File: config.mk
export PLATFORM = sky130hd
export DESIGN_NAME = riscv_dcache_mem_bridge
export DESIGN_NICKNAME = d
export VERILOG_FILES = /design/src/rtl/riscv_dcache_mem_bridge.sv
export SDC_FILE = /design/constraint.sdc
export NUM_CORES = 1
export LEC_CHECK = 0
export CORE_UTILIZATION = 40
export CTS_CLUSTER_DIAMETER = 150
export CTS_CLUSTER_SIZE = 30
export DETAILED_ROUTE_END_ITERATION = 6
export PLACE_DENSITY = 0.71
export SYNTH_ARGS = -nofsm -noshare
export SYNTH_HDL_FRONTEND = slang
export SYNTH_SLANG_ARGS = --single-unit
File: constraint.sdc
create_clock -name i_riscv_dcache_clk -period 12 [get_ports i_riscv_dcache_clk]
set_input_delay 3.6 -clock i_riscv_dcache_clk [delete_from_list [all_inputs] [get_ports i_riscv_dcache_clk]]
set_output_delay 3.6 -clock i_riscv_dcache_clk [all_outputs]
set_load 0.005 [all_outputs]
File: src/rtl/riscv_dcache_mem_bridge.sv
// riscv_dcache_mem_bridge: splits 128-bit cache line refills/writebacks into ascending 32-bit bus beats.
// Bus outputs and o_mem_ready decode from registered state only.
module riscv_dcache_mem_bridge #(
    parameter int DATA_WIDTH = 128,
    parameter int BUS_WIDTH  = 32,
    parameter int BEATS      = DATA_WIDTH / BUS_WIDTH,
    parameter int S_ADDR     = 23,
    parameter int ADDR       = S_ADDR + $clog2(DATA_WIDTH / 8)
) (
    input  logic                  i_riscv_dcache_clk,
    input  logic                  i_riscv_dcache_rst,
    input  logic                  i_mem_wren,
    input  logic                  i_mem_rden,
    input  logic [S_ADDR-1:0]     i_mem_addr,
    input  logic [DATA_WIDTH-1:0] i_mem_wdata,
    output logic                  o_mem_ready,
    output logic [DATA_WIDTH-1:0] o_mem_data_out,
    output logic                  o_bus_req,
    output logic                  o_bus_we,
    output logic [ADDR-1:0]       o_bus_addr,
    output logic [BUS_WIDTH-1:0]  o_bus_wdata,
    input  logic                  i_bus_ack,
    input  logic [BUS_WIDTH-1:0]  i_bus_rdata
);
    localparam int BW  = $clog2(BEATS);
    localparam int OFF = ADDR - S_ADDR - BW;

    typedef enum logic [1:0] {IDLE, WRITE, READ, DONE} state_t;

    state_t                r_state;
    logic [BW-1:0]         r_beat;
    logic [S_ADDR-1:0]     r_addr;
    logic [DATA_WIDTH-1:0] r_line;
    logic [DATA_WIDTH-1:0] w_line_fill;
    logic                  w_busy;
    logic                  w_last;

    assign w_busy = (r_state == WRITE) || (r_state == READ);
    assign w_last = r_beat == BW'(BEATS - 1);

    // Line with the current read beat merged in, so the final beat reaches o_mem_data_out directly
    always_comb begin
        w_line_fill = r_line;
        w_line_fill[r_beat*BUS_WIDTH +: BUS_WIDTH] = i_bus_rdata;
    end

    assign o_mem_ready = r_state == DONE;
    assign o_bus_req   = w_busy;
    assign o_bus_we    = r_state == WRITE;
    assign o_bus_addr  = w_busy ? {r_addr, r_beat, {OFF{1'b0}}} : '0;
    assign o_bus_wdata = o_bus_we ? r_line[r_beat*BUS_WIDTH +: BUS_WIDTH] : '0;

    always_ff @(posedge i_riscv_dcache_clk or posedge i_riscv_dcache_rst) begin
        if (i_riscv_dcache_rst) begin
            r_state        <= IDLE;
            r_beat         <= '0;
            r_addr         <= '0;
            r_line         <= '0;
            o_mem_data_out <= '0;
        end else begin
            case (r_state)
                IDLE: begin
                    r_beat <= '0;
                    if (i_mem_wren) begin
                        r_addr  <= i_mem_addr;
                        r_line  <= i_mem_wdata;
                        r_state <= WRITE;
                    end else if (i_mem_rden) begin
                        r_addr  <= i_mem_addr;
                        r_state <= READ;
                    end
                end
                WRITE: begin
                    if (i_bus_ack) begin
                        r_beat  <= r_beat + 1'b1;
                        r_state <= w_last ? DONE : WRITE;
                    end
                end
                READ: begin
                    if (i_bus_ack) begin
                        r_line <= w_line_fill;
                        r_beat <= r_beat + 1'b1;
                        if (w_last) begin
                            o_mem_data_out <= w_line_fill;
                            r_state        <= DONE;
                        end
                    end
                end
                DONE: r_state <= IDLE;
            endcase
        end
    end
endmodule
* Word level (Yosys, flattened, before mapping)
Index checks and enable logic that the tools add are counted.
** Storage, ports and cells
- Word-level logic and storage cells :: 48
- Bits of input ports :: 188
- Register bits :: 283
- Output and inout bits :: 190
** Cells by class
- Add/sub/neg operators :: 2
- Mux-type cells :: 17
- Reduce and logical (&&, ||, !) cells :: 11
- Shift operators :: 3
- Equal/unequal tests :: 10
** Operator list (number)
- 128-bit 2-to-1 mux :: 2
- 128-bit case mux with 2 select lines :: 1
- 128-bit bitwise mux :: 1
- 32-bit by 34-bit variable shift with 128-bit output (first input constant) :: 1
- 128-bit by 8-bit variable part select with 32-bit output :: 1
- 32-bit by 34-bit variable part select with 128-bit output :: 1
- 23-bit 2-to-1 mux :: 2
- 7-bit negation with 34-bit output :: 1
- 32-bit 2-to-1 mux :: 1
- 27-bit 2-to-1 mux :: 1
- 2-bit 2-to-1 mux :: 7
- 2-bit case mux with 4 select lines :: 1
- 2-bit equality test (second input constant) :: 3
- 2-bit inequality test (second input constant) :: 3
- 3-bit AND reduction :: 2
- 2-bit nonzero test :: 3
- 2-bit by 1-bit inequality test with 1-bit output (second input constant) :: 2
- 2-bit case mux with 2 select lines :: 1
- 2-bit AND reduction :: 2
- 4-bit AND reduction :: 1
- 3-bit inequality test (second input constant) :: 1
- 2-bit by 1-bit adder with 2-bit output (second input constant) :: 1
- 2-bit by 1-bit equality test with 1-bit output (second input constant) :: 1
- 2-bit zero test :: 1
- other kinds (2) :: 2

* Longest topological paths before layout
Gate-level depths: netlist (run 1).
- Depth in word-level cells :: 5
- Gate-level depth with buffers :: 10
- Mapped depth without buffers :: 6

* Worst setup path after synthesis (run 1)
No wires, ideal clock.
- Kind :: reg-to-output
- From :: register r_beat[0]
- To :: output o_bus_wdata[18]
- Slack :: 6.852 ns
- Data required time :: 8.400 ns
- Data arrival time :: 1.548 ns
- Stages on the path, launching flop included :: 6
- Buffers on the path :: 3
- Cell sequence :: dfrtp_1 -> buf_2 -> buf_4 -> buf_6 -> mux4_2 -> and2_1
** Between the ends
- Cells in the longest elaborated chain, start to end :: 2
** RTL lines
- start, declared :: line 31 : logic [BW-1:0] r_beat;
- start signal, assigned :: line 75 : r_beat <= r_beat + 1'b1;
- start signal, assigned :: line 82 : r_beat <= r_beat + 1'b1;
- 128-bit by 8-bit variable part select with 32-bit output :: line 51 : assign o_bus_wdata = o_bus_we ? r_line[r_beat*BUS_WIDTH +: BUS_WIDTH] : '0;
- 32-bit 2-to-1 mux :: line 51
- end, declared :: line 21 : output logic [BUS_WIDTH-1:0] o_bus_wdata,
Every way passes these cells.

* Worst setup path after layout (run 1)
- From :: input i_mem_wren
- To :: register r_line[46]
** Between the ends
- Cells in the longest elaborated chain, start to end :: 2
** RTL lines
- start, declared :: line 12 : input logic i_mem_wren,
- 2-bit inequality test (no source line)
- 3-bit AND reduction (no source line)
- end signal, assigned :: line 66 : r_line <= i_mem_wdata;
- end signal, assigned :: line 81 : r_line <= w_line_fill;
- end, declared :: line 33 : logic [DATA_WIDTH-1:0] r_line;
Every way passes these cells.
A chain may end at the register's enable or synchronous reset.

==> results.sh, run 1 <==
export IMPL_r2r_start="r_beat[1]"
export IMPL_setup_viol=0
export IMPL_grt_ovfl_total=0
export IMPL_min_to="o_mem_data_out[83]"
export IMPL_r2r_cells=6
export IMPL_synth_edf_count=0
export IMPL_cts_hold_buf=0
export IMPL_worstMarginPinSlew_ns=1.19
export IMPL_path_class="input port to register"
export IMPL_dieArea_um2=38100
export IMPL_yosys_warnings=0
export IMPL_cts_repair_resized=0
export IMPL_die_x_um=195
export IMPL_period_share_pct=56.7
export IMPL_cts_sinks=283
export IMPL_num_vias=13694
export IMPL_hold_class="register to register"
export IMPL_crit_path_max_incr_delay_ns=0.84
export IMPL_finalNetCount=1977
export IMPL_die_y_um=195
export IMPL_path_clk_slew_ns=0.12
export IMPL_port_buffers=375
export IMPL_critPathBufInv=3
export IMPL_place_congestion=0.906
export IMPL_root_buffer="clkbuf_16"
export IMPL_seq_area_um2=7090
export IMPL_use_met1_pct=39.3
export IMPL_holdPathStages=2
export IMPL_grt_pass1_wl_um=82700
export IMPL_area_growth_pct=28.1
export IMPL_cts_buffers=13
export IMPL_maxCapViolCount=0
export IMPL_syn_inst=1522
export IMPL_drt_wl_total_um=54900
export IMPL_avgSynthCellArea_um2=9.81
export IMPL_layout_drive_gt1_share_pct=7.86
export IMPL_min_period_ns=6.80
export IMPL_busiest_layer="met2"
export IMPL_rows=70
export IMPL_skew_ns=0.0279
export IMPL_tns_ns=0
export IMPL_cp_cell_sequence="buf_2 > buf_4 > nand2b_2 > o211a_2 > buf_4 > nand2_1 > o221ai_1"
export IMPL_synth_compound_area_share_pct=25.1
export IMPL_synth_flop_cell="dfrtp_1"
export IMPL_h_tree_depth=1
export IMPL_power_density_nw_per_um2=238
export IMPL_grt_setup_unrepaired="no"
export IMPL_drc_errors=0
export IMPL_multiInputGateArea_um2=7170
export IMPL_drtIter0Drc=1476
export IMPL_cp_data_arrival_time_ns=7.20
export IMPL_core_um2=36700
export IMPL_synth_top_family_by_area="compound AO/OA/AOI/OAI gates"
export IMPL_synth_cell_types=53
export IMPL_yosys_area_share_xor_xnor_pct=0
export IMPL_crit_path_end_kind="register"
export IMPL_crit_top_cell="buf_4"
export IMPL_cts_setup_buffers=0
export IMPL_p_total_uw=4550
export IMPL_worst_path_max_delay_cell="nand2b_2"
export IMPL_final_max_slew_viol_count=0
export IMPL_gr_usage_met2_pct=44.2
export IMPL_hold_start="o_mem_data_out[83]"
export IMPL_ios=378
export IMPL_grt_pass1_vias=13402
export IMPL_crit_family="simple AND/OR/NAND/NOR gates"
export IMPL_fmax_mhz=147
export IMPL_track_usage_pct=28.2
export IMPL_clockBufferDepth=3
export IMPL_start_util_pct=40.7
export IMPL_fillCellCount=3310
export IMPL_cts_tree="yes"
export IMPL_wl_per_cell_um=24.3
export IMPL_ys_ff_latch=283
export IMPL_syn_cell_area_um2=14900
export IMPL_grt_max_degree=174
export IMPL_worstSkewPairLatency_ns=0.51
export IMPL_antenna_found_initial=7
export IMPL_synth_simple_area_share_pct=15.0
export IMPL_ir_drop_mv=0.147
export IMPL_slew_headroom_pct=20.4
export IMPL_dr_pass1_iters=5
export IMPL_synth_seq_area_share_pct=47.4
export IMPL_cp_max_fo=58
export IMPL_hold_violations=0
export IMPL_dp_final_hpwl_um=35700
export IMPL_reg2reg_slack_ns=7.12
export IMPL_status="completed"
export IMPL_startpoint_type="input port"
export IMPL_viasPerCell=6.08
export IMPL_crit_required_ns=12.40
export IMPL_synth_adder_area_share_pct=0.754
export IMPL_reg2reg_to="r_line[46]"
export IMPL_leakagePower_uw=0.00751
export IMPL_postRouteAntennaNets=0
export IMPL_use_met3_pct=4.37
export IMPL_synth_area_mux_share_pct=6.63
export IMPL_synth_async_reset_ratio_pct=100
placed cells by master, fill, tap and decap left out, types with 3 or more instances in the layout:
master / instances
a21oi_1: 135
a21oi_2: 9
a221o_1: 10
a22o_1: 24
a22oi_1: 79
a31oi_1: 5
a32oi_1: 4
and2_1: 61
and3_1: 43
buf_4: 13
clkbuf_16: 13
clkdlybuf4s50_1: 374
dfrtp_1: 281
diode_2: 5
ha_1: 3
ha_2: 5
inv_1: 8
mux2_2: 23
mux4_2: 32
nand2_1: 251
nand2b_1: 4
nand3_1: 13
nor2_1: 8
nor2b_1: 66
o211ai_1: 7
o21ai_0: 43
o21ai_1: 117
o221ai_1: 29
o221ai_2: 20
o2bb2ai_1: 60
power breakdown:
group          internal, µW  switching (µW)  leakage (µW)
Clock                   206             328      0.000172
Combinational          1150            1270       0.00363
Sequential             1290             313       0.00371
cells by family after synthesis:
group                      after synthesis
adders and majority gates                9
muxes                                   56
other                                    1
DFF                                    283
buffers and inverters                  158
AOI/OAI and AO/OA                      553
and+or+nand+nor                        462
area by class of cell:
| cell class | instances | area share [%] |
|---|---|---|
| multi-input combinational | 1082 | 37.5 |
| sequential | 283 | 37.1 |
| timing repair buffer | 389 | 20.2 |
| tap | 468 | 3.06 |
| clock buffer | 15 | 1.74 |
| inverter | 11 | 0.255 |
| clock inverter | 1 | 0.105 |
| antenna | 5 | 0.0654 |
worst reg2reg max path, cell delays in order, from the launching register on:
cell and delay, ns:
dfrtp_2 1.16, inv_1 0.29, ha_2 0.64, nor3b_2 0.41, and3_2 0.90, nand2_1 0.88
o221ai_1 0.50
through the flow:
| step | instance area [µm²] | std cells | setup WS (ns) | hold slack [ns] | util [%] |
|---|---|---|---|---|---|
| floorplan | 14900 | 1523 | 0.593 | 0.445 | - |
| global placement | 18800 | 2233 | 4.78 | 0.461 | 51.1 |
| detailed placement | 18800 | 2233 | 4.61 | 0.474 | 51.1 |
| CTS | 19100 | 2249 | 5.17 | 0.502 | 52.1 |
| global route | 19100 | 2254 | 5.04 | 0.517 | 52.1 |
| finish | 19100 | 2254 | 5.20 | 0.500 | 52.1 |
worst max path at each step:
stage                            start           endpoint  slack (ns)  depth (start not counted)
floorplan           i_riscv_dcache_rst  o_mem_data_out[0]        0.59                          1
detailed placement          i_mem_wren         r_line[46]        4.61                          7
finish                      i_mem_wren         r_line[46]        5.20                          7
CTS                         i_mem_wren         r_line[46]        5.17                          7
global route                i_mem_wren         r_line[53]        5.04                          7
global placement            i_mem_wren         r_line[44]        4.78                          7
sequential cells by signal, indices dropped and copies added, names as in the netlist:
name	cells
r_beat	2
o_mem_data_out	128
r_addr	23
r_line	128
r_state	2
cells in the mapped netlist, types with 20 or more instances:
cell type | count | area, µm²
a21oi_1 | 135 | 676
a22o_1 | 24 | 210
a22oi_1 | 79 | 593
and2_1 | 63 | 394
and3_1 | 43 | 269
buf_2 | 43 | 215
clkbuf_1 | 81 | 304
dfrtp_1 | 283 | 7080
mux2_2 | 23 | 259
mux4_2 | 32 | 721
nand2_1 | 252 | 946
nor2b_1 | 66 | 413
o21ai_0 | 43 | 215
o21ai_1 | 119 | 596
o221ai_1 | 29 | 254
o221ai_2 | 20 | 300
o2bb2ai_1 | 60 | 526
layer usage:
metal / up-vias / wire length [µm] / share of wire [%]
met1: 6709 / 22500 / 41
met2: 824 / 25300 / 46
met3: 110 / 5080 / 9.3
met4: 4 / 1980 / 3.6
li1: 6047 / - / -
met5: - / 27 / 0.049
Note: power is estimated with default switching activity, not from simulation.
==> run 2, diff against run 1 <==
PLACE_DENSITY = 0.68   (was 0.71)
clock period = 6.4 ns   (was 12 ns; I/O delays follow)
==> run 2 against run 1 <==
- first-iteration DRC count fell by 12%
- core utilization rose by 0.17 points
- cell area rose by 0.33%
- combinational power rose by 88%
- global-route usage barely moved
- final cell count rose by 0.22%
- non-clock buffer count rose by 7
- setup slack got worse by 3.6 ns
- sequential cell count did not move
==> results.sh, run 2 (synthesized netlist as in run 1, its figures left out) <==
export IMPL_start_util_pct=40.7
export IMPL_cts_buffers=13
export IMPL_pre_cts_slack_ns=1.84
export IMPL_track_usage_pct=28.3
export IMPL_dp_final_hpwl_um=35700
export IMPL_grt_setup_unrepaired="no"
export IMPL_status="completed"
export IMPL_postRouteAntennaNets=0
export IMPL_crit_start="r_beat[0]"
export IMPL_reg2reg_slack_ns=2.01
export IMPL_hold_violations=0
export IMPL_clock_power_share_pct=11.8
export IMPL_antenna_found_initial=3
export IMPL_hold_class="register to register"
export IMPL_layout_common_cells="clkdlybuf4s50_1 (374), dfrtp_1 (281), nand2_1 (251)"
export IMPL_tns_ns=0
export IMPL_drc_errors=0
export IMPL_ios=378
export IMPL_r2r_cells=7
export IMPL_rows=70
export IMPL_cts_sinks=283
export IMPL_multiInputGateArea_um2=7180
export IMPL_worstSkewPairLatency_ns=0.52
export IMPL_seq_area_um2=7090
export IMPL_num_vias=13768
export IMPL_worstMarginPinSlew_ns=1.29
export IMPL_maxCapViolCount=0
export IMPL_grt_pass1_vias=13404
export IMPL_cp_endpoint="o_bus_wdata[15]"
export IMPL_clockBufferDepth=3
export IMPL_swShare_pct=42.0
export IMPL_slew_headroom_pct=13.8
export IMPL_reg2reg_to="r_line[34]"
export IMPL_switchingPower_uw=3590
export IMPL_fmax_mhz=209
export IMPL_power_internal_uw=4960
export IMPL_layout_commonest_cell="clkdlybuf4s50_1"
export IMPL_pwr_share_seq_pct=35.0
export IMPL_die_y_um=195
export IMPL_ir_drop_mv=0.259
export IMPL_cp_max_fo=45
export IMPL_crit_family="flip-flops"
export IMPL_cts_hold_buf=0
export IMPL_grt_pass1_wl_um=83000
export IMPL_die_x_um=195
export IMPL_finalNetCount=1984
export IMPL_port_buffers=375
export IMPL_core_um2=36700
export IMPL_drtIter0Drc=1292
export IMPL_r2r_start="r_beat[1]"
export IMPL_path_depth=3
export IMPL_place_congestion=0.865
export IMPL_crit_required_ns=4.48
export IMPL_wl_per_cell_um=24.3
export IMPL_final_max_slew_viol_count=0
export IMPL_holdWs_ns=0.496
export IMPL_skew_ns=0.0274
export IMPL_power_density_nw_per_um2=445
export IMPL_layout_drive_gt1_share_pct=8.22
export IMPL_p_comb_share_pct=53.2
export IMPL_min_period_ns=4.78
export IMPL_top_regs="o_mem_data_out (128), r_line (128), r_addr (23)"
export IMPL_area_growth_pct=28.6
export IMPL_viasPerCell=6.09
export IMPL_path_class="register to output pin"
export IMPL_crit_path_end_kind="output pin"
export IMPL_dieArea_um2=38100
export IMPL_dr_pass1_iters=6
export IMPL_cp_data_arrival_time_ns=2.86
export IMPL_cts_tree="yes"
export IMPL_cp_cell_sequence="mux4_2 > and2_1 > clkdlybuf4s50_1"
export IMPL_cts_setup_buffers=0
export IMPL_grt_ovfl_total=0
export IMPL_grt_max_degree=217
export IMPL_path_clk_slew_ns=0.12
export IMPL_fillCellCount=3320
export IMPL_leakagePower_uw=0.00755
export IMPL_period_share_pct=74.7
export IMPL_worst_path_max_delay_cell="dfrtp_4"
export IMPL_setup_viol=0
export IMPL_layout_setup_ws_ns=1.62
export IMPL_startpoint_type="register"
export IMPL_h_tree_depth=1
export IMPL_critPathBufInv=1
export IMPL_crit_path_max_incr_delay_ns=1.01
export IMPL_cts_repair_resized=0
export IMPL_drt_wl_total_um=54900
export IMPL_root_buffer="clkbuf_16"
-- run 2: stage by stage --
| step | utilization [%] | cells | total power, µW | cell area (µm²) |
|---|---|---|---|---|
| after CTS | 52.3 | 2256 | 8520 | 19200 |
| after global placement | 51.3 | 2240 | 7400 | 18800 |
| after detailed placement | 51.3 | 2240 | 7520 | 18800 |
| after global routing | 52.3 | 2258 | 9030 | 19200 |
| final | 52.3 | 2259 | 8550 | 19200 |
| after floorplan | - | 1523 | 5620 | 14900 |
-- run 2: worst register-to-register path, delay by kind of cell, from the launching register on --
kind / cells / cell delay (ns)
adder cells (fa/ha/maj): 1 / 0.52
AO/OA/AOI/OAI: 1 / 0.20
flip-flops: 1 / 1.10
AND/OR/NAND/NOR: 3 / 1.80
buffers and inverters: 2 / 0.66
-- run 2: final cells by class --
class / count / share of cell area (%)
well taps: 468 / 3.05
flip-flops and latches: 283 / 36.9
inverters: 11 / 0.235
multi-input cells: 1082 / 37.4
clock inverters: 1 / 0.104
repair buffers: 396 / 20.5
diodes: 3 / 0.0391
clock buffers: 15 / 1.73
-- run 2: worst min-delay path by stage --
stage,startpoint,to,slack [ns],cells past startpoint
2_1_floorplan,r_line[111],r_line[111],0.44,2
3_3_place_gp,r_line[96],r_line[96],0.47,1
3_5_place_dp,o_mem_data_out[86],o_mem_data_out[86],0.48,2
4_1_cts,o_mem_data_out[60],o_mem_data_out[60],0.50,2
5_1_grt,o_mem_data_out[25],o_mem_data_out[25],0.51,2
6_report,o_mem_data_out[20],o_mem_data_out[20],0.50,2
-- run 2: routing by layer --
metal	track usage [%]	part of all wire (%)
met1	39.0	41
met5	0	0.024
met2	45.1	47
met4	9.48	3.2
met3	4.82	8.6
-- run 2: power by group through the flow --
stage	Combinational [µW]	Clock, µW	Sequential (µW)
floorplan	2850	0	2760
global placement	4420	0	2980
detailed placement	4520	0	3000
CTS	4530	1020	2970
global route	4890	1080	3060
finish	4550	1010	2990
==> run 3, diff against run 2 <==
clock period = 4.67 ns   (was 6.4 ns; I/O delays follow)
==> run 3 against run 2 <==
- final cell count up 0.58%
- sequential power up 36%
- die area unchanged
- worst hold slack about the same
- clock skew shrank 0.0018 ns
- critical path depth unchanged
- critical path type unchanged
- register-to-register slack lost 1.3 ns
- wire length is 0.76% higher
- clock power is 34% higher
- sequential cell count is the same
- core utilization rose by 0.34 points
- global-route usage up 0.24 points
==> results.sh, run 3 (synthesized netlist as in run 1, its figures left out) <==
export IMPL_h_tree_depth=1
export IMPL_layout_commonest_cell="clkdlybuf4s50_1"
export IMPL_finalNetCount=1998
export IMPL_status="completed"
export IMPL_grt_max_degree=99
export IMPL_root_buffer="clkbuf_16"
export IMPL_dieArea_um2=38100
export IMPL_power_internal_uw=6840
export IMPL_cts_setup_buffers=0
export IMPL_pwr_share_seq_pct=34.6
export IMPL_power_density_nw_per_um2=608
export IMPL_period_share_pct=90.1
export IMPL_rows=70
export IMPL_die_x_um=195
export IMPL_dp_cells=2254
export IMPL_maxCapViolCount=0
export IMPL_min_period_ns=4.21
export IMPL_hold_start="o_mem_data_out[126]"
export IMPL_track_usage_pct=28.5
export IMPL_hold_violations=0
export IMPL_start_util_pct=40.7
export IMPL_cts_repair_resized=0
export IMPL_core_um2=36700
export IMPL_stdcell_count=2272
export IMPL_postRouteAntennaNets=0
export IMPL_wl_per_cell_um=24.3
export IMPL_grt_ovfl_total=0
export IMPL_reg2reg_slack_ns=0.75
export IMPL_leakagePower_uw=0.00763
export IMPL_swShare_pct=41.8
export IMPL_hold_class="register to register"
export IMPL_clockBufferDepth=3
export IMPL_layout_common_cells="clkdlybuf4s50_1 (374), dfrtp_1 (281), nand2_1 (251)"
export IMPL_final_max_slew_viol_count=0
export IMPL_dr_pass1_iters=6
export IMPL_die_y_um=195
export IMPL_skew_ns=0.0256
export IMPL_antenna_found_initial=3
export IMPL_min_to="o_mem_data_out[126]"
export IMPL_ios=378
export IMPL_layout_drive_gt1_share_pct=8.94
export IMPL_r2r_cells=6
export IMPL_critPathBufInv=1
export IMPL_area_growth_pct=29.4
export IMPL_drc_errors=0
export IMPL_reg2reg_to="r_line[81]"
export IMPL_worstMarginPinSlew_ns=1.22
export IMPL_startpoint_type="register"
export IMPL_grt_pass1_vias=13440
export IMPL_cts_tree="yes"
export IMPL_cts_hold_buf=0
export IMPL_worst_path_max_delay_cell="dfrtp_4"
export IMPL_crit_path_max_incr_delay_ns=1.00
export IMPL_num_vias=13686
export IMPL_dp_final_hpwl_um=37700
export IMPL_viasPerCell=6.02
export IMPL_cts_buffers=13
export IMPL_r2r_start="r_beat[0]"
export IMPL_path_class="register to output pin"
export IMPL_ir_drop_mv=0.407
export IMPL_drt_wl_total_um=55300
export IMPL_clock_power_share_pct=11.5
export IMPL_crit_family="flip-flops"
export IMPL_grt_pass1_wl_um=83600
export IMPL_worstSkewPairLatency_ns=0.51
export IMPL_holdPathStages=2
export IMPL_p_comb_share_pct=53.9
export IMPL_crit_path_end_kind="output pin"
export IMPL_fmax_mhz=238
export IMPL_cp_data_arrival_time_ns=2.81
export IMPL_crit_required_ns=3.27
export IMPL_place_congestion=0.895
export IMPL_path_clk_slew_ns=0.12
export IMPL_setup_viol=0
export IMPL_cp_max_fo=38
export IMPL_switchingPower_uw=4910
export IMPL_fillCellCount=3303
export IMPL_slew_headroom_pct=18.8
export IMPL_drtIter0Drc=1448
export IMPL_cts_sinks=283
export IMPL_cp_cell_sequence="mux4_2 > and2_1 > clkdlybuf4s50_1"
export IMPL_port_buffers=375
export IMPL_tns_ns=0
export IMPL_top_regs="o_mem_data_out (128), r_line (128), r_addr (23)"
export IMPL_grt_setup_unrepaired="no"
[run 3: changes by cell type in the layout (fill, tap and decap cells not counted)]
cell	previous run	this run
clkbuf_1	2	1
buf_12	2	4
buf_4	19	31
[run 3: power groups by stage]
stage          clock network [µW]  registers, µW  logic [µW]
3_5_place_dp                    0           4090        6290
3_3_place_gp                    0           4050        6160
5_1_grt                      1450           4170        6810
6_report                     1350           4070        6330
4_1_cts                      1390           4040        6300
2_1_floorplan                   0           3790        3910
[run 3: layout make-up]
cell class,count,area (µm²),share of cell area (%)
diodes,3,7.51,0.0389
clock buffers,14,329,1.70
clock inverters,1,20.0,0.104
inverters,11,45.0,0.233
multi-input cells,1082,7180,37.2
flip-flops and latches,283,7090,36.7
well taps,468,586,3.03
repair buffers,410,4060,21.0
[run 3: through the flow]
stage	setup WS [ns]	hold WS, ns	area [µm²]	utilization (%)	power (µW)
final	0.460	0.496	19300	52.6	11700
after global placement	0.930	0.464	19000	51.7	10200
after floorplan	-0.480	0.445	14900	-	7700
after global routing	0.345	0.516	19300	52.6	12400
after detailed placement	0.818	0.474	19000	51.7	10400
after CTS	0.434	0.502	19300	52.6	11700
[run 3: worst min-delay path: cells and delay by family, from the launching register on]
| family | cells | cell delay [ns] |
|---|---|---|
| AND/OR/NAND/NOR | 1 | 0.05 |
| flip-flops | 1 | 0.36 |
| AO/OA/AOI/OAI | 1 | 0.06 |
[run 3: worst max path at each step]
stage | start | to | slack (ns) | depth (start not counted)
floorplan | i_riscv_dcache_rst | o_mem_data_out[0] | -0.48 | 1
global placement | i_mem_wren | r_line[42] | 0.93 | 5
detailed placement | r_beat[0] | r_line[48] | 0.82 | 6
CTS | r_beat[0] | o_bus_wdata[15] | 0.43 | 3
global route | r_beat[0] | o_bus_wdata[15] | 0.34 | 3
finish | r_beat[0] | o_bus_wdata[15] | 0.46 | 3
[run 3: routing by layer]
metal  GRT usage (%)  vias up  wire length [µm]
li1                -     6080                 -
met5               0        -                12
met2            45.7      758             25600
met1            39.1     6746             23300
met4            9.39        2              1740
met3            4.97      100              4640
